==> src/rtl/adc_unpack_pkg.sv <==
// Shared types and constants for the ADC FIFO byte unpacker.
// Covers sample/word layout, the per-word mode encoding and the byte selection rules.
package adc_unpack_pkg;

    localparam int unsigned SAMPLE_W      = 12;
    localparam int unsigned WORD_W        = 2 * SAMPLE_W;
    localparam int unsigned BYTE_W        = 8;
    localparam int unsigned IDX_W         = 2;
    localparam int unsigned LAST_IDX_FULL = 2;
    localparam int unsigned LAST_IDX_LOW  = 1;
    localparam int unsigned UF_W          = 8;
    localparam int unsigned UF_SAT        = 255;

    typedef enum logic [1:0] {
        FULL    = 2'd0,
        LOW_MSB = 2'd1,
        LOW_LSB = 2'd2
    } mode_e;

    typedef struct packed {
        logic [SAMPLE_W-1:0] s0;
        logic [SAMPLE_W-1:0] s1;
        mode_e               mode;
    } slot_t;

    function automatic mode_e mode_decode(input logic low_res, input logic low_res_lsb);
        if (!low_res)
            return FULL;
        return low_res_lsb ? LOW_LSB : LOW_MSB;
    endfunction

    function automatic logic [IDX_W-1:0] last_idx(input mode_e mode);
        return (mode == FULL) ? IDX_W'(LAST_IDX_FULL) : IDX_W'(LAST_IDX_LOW);
    endfunction

    // Byte presented for a given slot and byte index.
    function automatic logic [BYTE_W-1:0] byte_sel(input slot_t w, input logic [IDX_W-1:0] idx);
        logic [SAMPLE_W-1:0] s;
        s = (idx == IDX_W'(0)) ? w.s0 : w.s1;
        case (w.mode)
            FULL: begin
                case (idx)
                    IDX_W'(0): return w.s0[11:4];
                    IDX_W'(1): return {w.s0[3:0], w.s1[11:8]};
                    default:   return w.s1[7:0];
                endcase
            end
            LOW_LSB: return s[7:0];
            default: return s[11:4];
        endcase
    endfunction

endpackage

==> src/rtl/adc_word_skid2.sv <==
// Two-slot prefetch buffer (HEAD/NEXT) for FIFO words with single in-flight read tracking.
// Exposes the next-cycle HEAD so the caller can register its byte output with no extra latency.
module adc_word_skid2 import adc_unpack_pkg::*; (
    input  logic              clk_usb,
    input  logic              reset,
    input  logic              i_flush,
    input  logic              i_fifo_empty,
    input  logic [WORD_W-1:0] i_fifo_dout,
    input  mode_e             i_mode,
    input  logic              i_retire,
    output logic              o_rd_en_c,
    output slot_t             o_head,
    output slot_t             o_head_nxt_c,
    output logic              o_head_valid_nxt_c
);

    slot_t       r_head, r_next;
    logic        r_head_v, r_next_v, r_inflight;
    slot_t       w_head_n, w_next_n, w_word;
    logic        w_head_v_n, w_next_v_n;
    logic [1:0]  w_fill;

    assign w_fill    = 2'(r_head_v) + 2'(r_next_v) + 2'(r_inflight);
    assign o_rd_en_c = !i_fifo_empty && !r_inflight && (w_fill < 2'd2) && !i_flush && !reset;

    // Mode is latched together with the word at capture time.
    always_comb begin
        w_word.s0   = i_fifo_dout[WORD_W-1:SAMPLE_W];
        w_word.s1   = i_fifo_dout[SAMPLE_W-1:0];
        w_word.mode = i_mode;
    end

    // Slot update: retire/shift first, then place the arriving word in the lowest free slot.
    always_comb begin
        w_head_n   = r_head;
        w_head_v_n = r_head_v;
        w_next_n   = r_next;
        w_next_v_n = r_next_v;
        if (i_retire) begin
            w_head_n   = r_next;
            w_head_v_n = r_next_v;
            w_next_v_n = 1'b0;
        end
        if (r_inflight) begin
            if (!w_head_v_n) begin
                w_head_n   = w_word;
                w_head_v_n = 1'b1;
            end else begin
                w_next_n   = w_word;
                w_next_v_n = 1'b1;
            end
        end
        if (i_flush || reset) begin
            w_head_v_n = 1'b0;
            w_next_v_n = 1'b0;
        end
    end

    assign o_head_nxt_c       = w_head_n;
    assign o_head_valid_nxt_c = w_head_v_n;
    assign o_head             = r_head;

    always_ff @(posedge clk_usb) begin
        if (reset) begin
            r_head     <= '0;
            r_next     <= '0;
            r_head_v   <= 1'b0;
            r_next_v   <= 1'b0;
            r_inflight <= 1'b0;
        end else begin
            r_head     <= w_head_n;
            r_next     <= w_next_n;
            r_head_v   <= w_head_v_n;
            r_next_v   <= w_next_v_n;
            r_inflight <= o_rd_en_c;
        end
    end

endmodule

==> src/rtl/adc_fifo_byte_unpacker.sv <==
// Unpacks 24-bit ADC FIFO words (two 12-bit samples) into USB read bytes,
// and keeps the FIFO pop / underflow statistics for the ADC FIFO register block.
module adc_fifo_byte_unpacker import adc_unpack_pkg::*; #(
    parameter int unsigned pCOUNT_W = 32
) (
    input  logic                clk_usb,
    input  logic                reset,
    input  logic [WORD_W-1:0]   fifo_dout,
    input  logic                fifo_empty,
    output logic                fifo_rd_en,
    input  logic                byte_req,
    output logic [BYTE_W-1:0]   byte_data,
    output logic                byte_valid,
    input  logic                low_res,
    input  logic                low_res_lsb,
    input  logic                flush,
    input  logic                clear_counts,
    input  logic                no_underflow_errors,
    output logic [UF_W-1:0]     underflow_count,
    output logic [pCOUNT_W-1:0] fifo_read_count,
    output logic [pCOUNT_W-1:0] fifo_read_count_error_freeze
);

    logic [IDX_W-1:0]    r_idx;
    logic [BYTE_W-1:0]   r_byte_data;
    logic                r_byte_valid;
    logic [UF_W-1:0]     r_uf_count;
    logic [pCOUNT_W-1:0] r_read_count, r_freeze;
    logic                r_frozen;

    slot_t               w_head, w_head_nxt;
    logic                w_head_valid_nxt;
    logic                w_rd_en, w_consume, w_retire, w_underflow;
    logic [IDX_W-1:0]    w_idx_nxt;

    assign w_consume   = byte_req && r_byte_valid;
    assign w_underflow = byte_req && !r_byte_valid;
    assign w_retire    = w_consume && (r_idx == last_idx(w_head.mode));

    adc_word_skid2 u_skid (
        .clk_usb            (clk_usb),
        .reset              (reset),
        .i_flush            (flush),
        .i_fifo_empty       (fifo_empty),
        .i_fifo_dout        (fifo_dout),
        .i_mode             (mode_decode(low_res, low_res_lsb)),
        .i_retire           (w_retire),
        .o_rd_en_c          (w_rd_en),
        .o_head             (w_head),
        .o_head_nxt_c       (w_head_nxt),
        .o_head_valid_nxt_c (w_head_valid_nxt)
    );

    always_comb begin
        w_idx_nxt = r_idx;
        if (flush || w_retire)
            w_idx_nxt = '0;
        else if (w_consume)
            w_idx_nxt = r_idx + IDX_W'(1);
    end

    // Byte output is registered from the next-cycle HEAD so a fresh word shows up without a bubble.
    always_ff @(posedge clk_usb) begin
        if (reset) begin
            r_idx        <= '0;
            r_byte_data  <= '0;
            r_byte_valid <= 1'b0;
        end else begin
            r_idx        <= w_idx_nxt;
            r_byte_valid <= w_head_valid_nxt;
            r_byte_data  <= w_head_valid_nxt ? byte_sel(w_head_nxt, w_idx_nxt) : '0;
        end
    end

    // Statistics; clear_counts overrides any same-cycle pop or underflow.
    always_ff @(posedge clk_usb) begin
        if (reset || clear_counts) begin
            r_read_count <= '0;
            r_uf_count   <= '0;
            r_freeze     <= '0;
            r_frozen     <= 1'b0;
        end else begin
            if (w_rd_en)
                r_read_count <= r_read_count + pCOUNT_W'(1);
            if (w_underflow) begin
                if (!no_underflow_errors && (r_uf_count != UF_W'(UF_SAT)))
                    r_uf_count <= r_uf_count + UF_W'(1);
                if (!r_frozen) begin
                    r_freeze <= r_read_count;
                    r_frozen <= 1'b1;
                end
            end
        end
    end

    assign fifo_rd_en                   = w_rd_en;
    assign byte_data                    = r_byte_data;
    assign byte_valid                   = r_byte_valid;
    assign underflow_count              = r_uf_count;
    assign fifo_read_count              = r_read_count;
    assign fifo_read_count_error_freeze = r_freeze;

endmodule

==> config.mk <==
export PLATFORM = sky130hd
export DESIGN_NAME = adc_fifo_byte_unpacker
export DESIGN_NICKNAME = d
export VERILOG_FILES = /design/src/rtl/adc_unpack_pkg.sv /design/src/rtl/adc_word_skid2.sv /design/src/rtl/adc_fifo_byte_unpacker.sv
export SDC_FILE = /design/constraint.sdc
export NUM_CORES = 1
export LEC_CHECK = 0
export ABC_AREA = 1
export CAP_MARGIN = 40
export CORE_ASPECT_RATIO = 1.4
export CORE_UTILIZATION = 48
export DETAILED_ROUTE_END_ITERATION = 8
export PLACE_DENSITY = 0.77
export SYNTH_ARGS = -nofsm -noshare
export SYNTH_HDL_FRONTEND = slang
export SYNTH_SLANG_ARGS = --single-unit
==> constraint.sdc <==
create_clock -name clk_usb -period 1.82 [get_ports clk_usb]
set_input_delay 0.364 -clock clk_usb [delete_from_list [all_inputs] [get_ports clk_usb]]
set_output_delay 0.364 -clock clk_usb [all_outputs]
set_load 0.01 [all_outputs]
# [After elaboration in Yosys (flattened, before gate mapping)]
# Cells that the tools add are included.
[totals] register_bits=138 in_bits=33 out_inout_bits=82 elab_cells=69
[op_classes] add_sub_neg=5 magnitude_cmp=1 eq_ne=4 mux=17 bitwise_logic=2 reduce_logical=25
[op_table] operator="two-way mux 26 bit" count=3
[op_table] operator="adder 32 x 1 -> 32 bit (second input constant)" count=1
[op_table] operator="one-hot mux 8 bit (2 select lines)" count=2
[op_table] operator="two-way mux 12 bit" count=1
[op_table] operator="two-way mux 2 bit" count=5
[op_table] operator="adder 8 x 1 -> 8 bit (second input constant)" count=1
[op_table] operator="logical AND 1 bit" count=8
[op_table] operator="inequality test 8 bit (second input constant)" count=1
[op_table] operator="logical NOT 1 bit" count=6
[op_table] operator="logical NOT 2 bit" count=3
[op_table] operator="two-way mux 1 bit" count=6
[op_table] operator="AND reduction 2 bit" count=3
[op_table] operator="OR reduction 2 bit" count=2
[op_table] operator="logical OR 1 bit" count=3
[op_table] operator="adder 1 x 1 -> 2 bit" count=1
[op_table] operator="adder 2 x 1 -> 2 bit" count=1
[op_table] operator="adder 2 x 1 -> 2 bit (second input constant)" count=1
[op_table] operator="== test 2 x 1 -> 1 bit (second input constant)" count=1
[op_table] operator="== test 2 bit" count=1
[op_table] operator="== test 2 bit (second input constant)" count=1
[op_table] operator="< comparator 2 bit (second input constant)" count=1
[op_table] operator="inverter 1 bit" count=2

# [Longest topological paths before layout]
[depth] word_depth=9 ltp_mapped=15 ltp_nobuf=14

# [Cells and area by module]
# A second synthesis with hierarchy kept.
[hier_totals] hier_cells=1082 area_unflattened_um2=7044.3
[by_module_without_submodules] module="adc_fifo_byte_unpacker" instances=1 cells_per_inst=600 area_each_um2=4081.4 seq_area_each_um2=1681.6
[by_module_without_submodules] module="adc_word_skid2" instances=1 cells_per_inst=482 area_each_um2=2962.8 seq_area_each_um2=1101.1

# [Worst setup path before layout]
# No wires, ideal clock.
[synth_path] kind="reg2reg" start="register u_skid.r_head_v" end="register r_read_count[13] (netlist: fifo_read_count[13])" setup_ps=128 arrival_time_ps=1868 required_ps=1692 setup_slack_ps=-176 path_stages_with_launch=14 path_buffers=0 synth_period_minus_slack_ps=1996 cell_sequence="dfxtp_1 -> ha_1 -> nand2_1 -> nand2_1 -> nor2_8 -> inv_4 -> nor2_2 -> inv_2 -> nor2_2 -> inv_2 -> nor3_2 -> nand2_1 -> xor2_1 -> nor2_1"
[synth_via] elab_chain_len=6
[synth_lines] element="start: declaration" line="adc_word_skid2.sv:18" rtl="logic r_head_v, r_next_v, r_inflight;"
[synth_lines] element="start signal: assignment" line="adc_word_skid2.sv:73" rtl="r_head_v <= w_head_v_n;"
[synth_lines] element="adder 1 x 1 -> 2 bit" line="adc_word_skid2.sv:23" rtl="assign w_fill = 2'(r_head_v) + 2'(r_next_v) + 2'(r_inflight);"
[synth_lines] element="adder 2 x 1 -> 2 bit" line="adc_word_skid2.sv:23"
[synth_lines] element="< comparator 2 bit" line="adc_word_skid2.sv:24" rtl="assign o_rd_en_c = !i_fifo_empty && !r_inflight && (w_fill < 2'd2) && !i_flush && !reset;"
[synth_lines] element="logical AND 1 bit (3 in a row)" line="adc_word_skid2.sv:24"
[synth_lines] element="named net fifo_rd_en" line="adc_fifo_byte_unpacker.sv:10" rtl="output logic fifo_rd_en,"
[synth_lines] element="end signal: assignment" line="adc_fifo_byte_unpacker.sv:84" rtl="r_read_count <= r_read_count + pCOUNT_W'(1);"
[synth_lines] element="end: declaration" line="adc_fifo_byte_unpacker.sv:28" rtl="logic [pCOUNT_W-1:0] r_read_count, r_freeze;"
# The timed path passes the listed nets, and every way through them passes these cells.
# A chain may end at the register's enable or synchronous reset.

# [Worst setup path in the final report]
[layout_path] start="register u_skid.r_head_v" end="register r_byte_data[1] (netlist: byte_data[1])"
[layout_via] elab_chain_len=7 elab_cells_between_ends=20 classes_between="eq/ne (2); mux (11); bitwise (1); reduce/logical (6)"
[layout_lines] element="logical AND 1 bit (2 in a row)"
[layout_lines] element="two-way mux 26 bit, or another cell as far along"
[layout_lines] element="two-way mux 26 bit, or another cell as far along" line="adc_word_skid2.sv:45" rtl="if (!w_head_v_n) begin"
[layout_lines] element="two-way mux 26 bit, or another cell as far along" line="adc_word_skid2.sv:44" rtl="if (r_inflight) begin"
[layout_lines] element="one-hot mux 8 bit (2 select lines), or another cell as far along" line="adc_unpack_pkg.sv:42" rtl="case (idx)"
[layout_lines] element="one-hot mux 8 bit (2 select lines) or OR reduction 2 bit (tied branches)"
[layout_lines] element="end signal: assignment" line="adc_fifo_byte_unpacker.sv:71" rtl="r_byte_data <= w_head_valid_nxt ? byte_sel(w_head_nxt, w_idx_nxt) : '0;"
[layout_lines] element="end: declaration" line="adc_fifo_byte_unpacker.sv:25" rtl="logic [BYTE_W-1:0] r_byte_data;"
# Parallel ways exist; a longest one is shown, timed or not.

==> results by group <==
Finish
  – Commonest non-fill, non-tap cell in the layout: nand2_1
  – Area delta synth->final: 46.80%
  – Share of cells above drive strength 1: 22.04%
  – Final #Nets: approximately 1200
  – Post-route cell area: 9698 sq um
  – Most frequent cells in the layout: nand2_1, dfxtp_1, nor2_1

Logic synthesis
  – Post-synth EDFFs: 0
  – Net Count, Synth: 1000
  – Ys async rst share: 0%
  – Yosys cell types: 37
  – Mapped Cells: 964
  – Main synth FF type: dfxtp_1
  – Yosys reg bits: 138
  – Mapped cell area: approximately 6600 sq um
  – Yosys Warn Count: 0
  – Sequential element share of the synthesized area: 41.82%
  – Average cell area after synthesis: roughly 7 sq um

Critical path
  – WP data arrival: 2.26 ns
  – Worst EP required: around 2.2 ns
  – Buf/Inv on CP: 3
  – Cell family with most CP delay: simple AND/OR/NAND/NOR gates
  – Worst path cell trace: buf_6 -> nand2_4 -> clkinv_4 -> nand4_1 -> nand2_2 -> nand2_4 -> buf_6 -> nand2_4 -> nand2_8 -> nor2_4 -> nand3_2 -> nand2_1 -> nor2_1 -> nor2_1
  – Crit start category: register
  – Most frequent CP cell: nand2_4
  – Worst path slowest cell: dfxtp_4
  – Crit path capture type: register
  – Largest stage delay on the critical path: 0.36 ns
  – CP Max Fanout: 8
  – Crit Path Category: register to register

Clock network
  – Later-pin clock latency in the skew report: 0.43 ns
  – CTS max path bufs: 2
  – CTS tree: yes
  – Sink Count: 138
  – Root Driver: clkbuf_16
  – Clock slew at reported path FFs: 0.06 ns
  – H-tree levels: 4
  – Num CTS Buffers: 17

Pwr
  – Pint: 5.477 mW
  – Maximum vdd drop: 0.6419 mV
  – Overall power: 7.174 mW
  – Flop pwr share: 42.8%
  – Power per cell area: 739.8 nW/um^2
  – Switching part of the total: 23.66%
  – Combinational Power Share: 9.2%
  – P_sw: approximately 1.7 mW
  – Clock group share of total power: 48.0%
  – Pleak: 4.262 nW

Global routing
  – Total GRT Usage: 29.54%
  – Initial antenna violation count: 1
  – Pin count of the biggest net entering global routing: 34
  – First-pass GRT wire length: ~33000 microns
  – GR Overflow Total: 0
  – Vias in the first global route: between 7000 and 8000

Detailed routing
  – Vias post-DR: about 7100
  – TritonRoute pass-1 iters: 5
  – Drc violations: 0
  – WL per Instance: roughly 15 microns
  – Final WL: about 20000 microns
  – Initial DRC count: 260
  – ANT nets after route: 0
  – Vias per cell: 5.203

STA
  – Max Slew Vio Count: 0
  – Worst-margin pin slew: 0.4936 ns
  – Clock skew after layout: ~0.0096 ns
  – Final period utilization: 104.1%
  – Max-Slew Margin vs Limit: 66.84%
  – FMAX: around 530 MHz
  – RSZ-0062 raised after global routing: true
  – Final setup margin: -0.07497 ns
  – Final hold violation count: 0
  – # setup viols final: 13
  – Hold_ws: 0.4585 ns
  – Period minus WS final: 1.895 ns

Hold path
  – Hold Crit Class: register to register

Place
  – Port bufs: 114
  – Post-DP Area: between 8000 and 9000 sq um
  – Post-DP HPWL: 14170 microns
  – Gpl congestion: 0.9563

Floorplan
  – Die footprint: between 10000 and 15000 sq um
  – CORE AREA: about 13000 sq um
  – Die X: 101.2 microns
  – Top Ports: 115
  – Initial Utilization: 49.35%
  – Floorplan row count: 50
  – DIE HEIGHT: 140.8 microns

Outcome
  – Status: finished with violations
  – Failing checks: setup timing

Job
  – Max Cap Viol: 0
## sequential cells by signal, summed over array words and instances, names as in the netlist
name / count
r_idx: 2
underflow_count: 8
fifo_read_count_error_freeze: 32
u_skid.o_head: 26
u_skid.r_next: 26
byte_data: 8
r_frozen: 1
u_skid.r_head_v: 1
fifo_read_count: 32
u_skid.r_next_v: 1
u_skid.r_inflight: 1
## cell families after synthesis
family                   share of synthesized area [%]
XOR/XNOR                                         1.458
buffers and inverters                            9.697
adder cells (fa/ha/maj)                         0.5682
AO/OA/AOI/OAI                                    11.93
flip-flops                                       41.82
AND/OR/NAND/NOR                                  34.53
## area by class of cell
cell class | instances | area (sq um)
Sequential cell | 138 | 2796
Clock buffer | 23 | 488.0
Antenna cell | 1 | 2.502
Multi-Input combinational cell | 672 | 3497
Tap cell | 182 | 227.7
Clock inverter | 8 | 92.59
Inverter | 112 | 432.9
Timing Repair Buffer | 231 | 2161
Fill cell | 1056 | 3690
## what timing repair did
| action | 4_1_cts | 5_1_grt |
|---|---|---|
| hold buffers | 0 | 0 |
| setup buffers | 8 | 13 |
| gates cloned | 0 | 0 |
| gates resized for setup | 71 | 81 |
| setup endpoints to repair | 38 | 71 |
| pin swaps | 19 | 34 |
## worst reg2reg max path, cell delays in order (launching register included)
cell	delay [ns]
dfxtp_4	0.36
buf_6	0.11
nand2_4	0.06
clkinv_4	0.07
nand4_1	0.11
nand2_2	0.14
nand2_4	0.09
buf_6	0.15
nand2_4	0.07
nand2_8	0.08
nor2_4	0.24
nand3_2	0.12
nand2_1	0.09
nor2_1	0.04
nor2_1	0.09
## power by group through the flow
stage / clock network, mW / logic [mW] / registers [mW]
after floorplan: 0 / 0.328 / 3.14
after global placement: 0 / 0.591 / 3.14
after detailed placement: 0 / 0.596 / 3.14
after CTS: 3.44 / 0.625 / 3.07
after global routing: 3.56 / 0.721 / 3.07
final: 3.44 / 0.660 / 3.07
## metal layers
layer  GRT usage, %  vias up  share of wire (%)
li1               -     3528                  -
met1          31.00     3282                 38
met2          53.60      235                 52
met3          6.445       67                5.5
met4          16.40        0                4.1
met5              0        -                  0
## synth_stat cells, types with 4 or more instances
| cell | n | area, sq um |
|---|---|---|
| a21oi_1 | 81 | 405.4 |
| inv_1 | 101 | 379.1 |
| o21ai_1 | 12 | 60.06 |
| buf_2 | 6 | 30.03 |
| nor2_1 | 117 | 439.2 |
| nand4_1 | 11 | 68.82 |
| nand2_2 | 7 | 43.79 |
| nand3b_1 | 8 | 60.06 |
| o21ai_0 | 57 | 285.3 |
| clkbuf_1 | 28 | 105.1 |
| nor3_2 | 8 | 80.08 |
| dfxtp_1 | 138 | 2763 |
| xor2_1 | 10 | 87.58 |
| nand3_1 | 113 | 565.5 |
| nor2_2 | 4 | 25.02 |
| inv_2 | 6 | 22.52 |
| nor3_1 | 16 | 80.08 |
| buf_6 | 4 | 45.04 |
| buf_4 | 4 | 30.03 |
| nand2_1 | 207 | 777.0 |
## path summary, 6_finish.rpt
check / start / end / slack [ns] / cells past startpoint
worst min-delay path: fifo_read_count_error_freeze[2] / fifo_read_count_error_freeze[2] / 0.46 / 2
worst max-delay path: u_skid.r_head_v / byte_data[1] / -0.07 / 14
worst min register to register: fifo_read_count_error_freeze[2] / fifo_read_count_error_freeze[2] / 0.46 / 2
worst max register to register: u_skid.r_head_v / byte_data[1] / -0.07 / 14
## stage by stage
| stage | utilization, % | setup TNS, ns | worst slack, ns | std cells |
|---|---|---|---|---|
| after floorplan | - | 0 | 0.001432 | 964 |
| after global placement | 64.40 | -26.07 | -0.5436 | 1315 |
| after detailed placement | 64.40 | -30.54 | -0.5776 | 1315 |
| after CTS | 70.58 | -0.4792 | -0.07811 | 1354 |
| after global routing | 72.44 | -3.094 | -0.1705 | 1367 |
| final | 72.44 | -0.3683 | -0.07497 | 1367 |
Note: power is estimated with default switching activity, not from simulation.
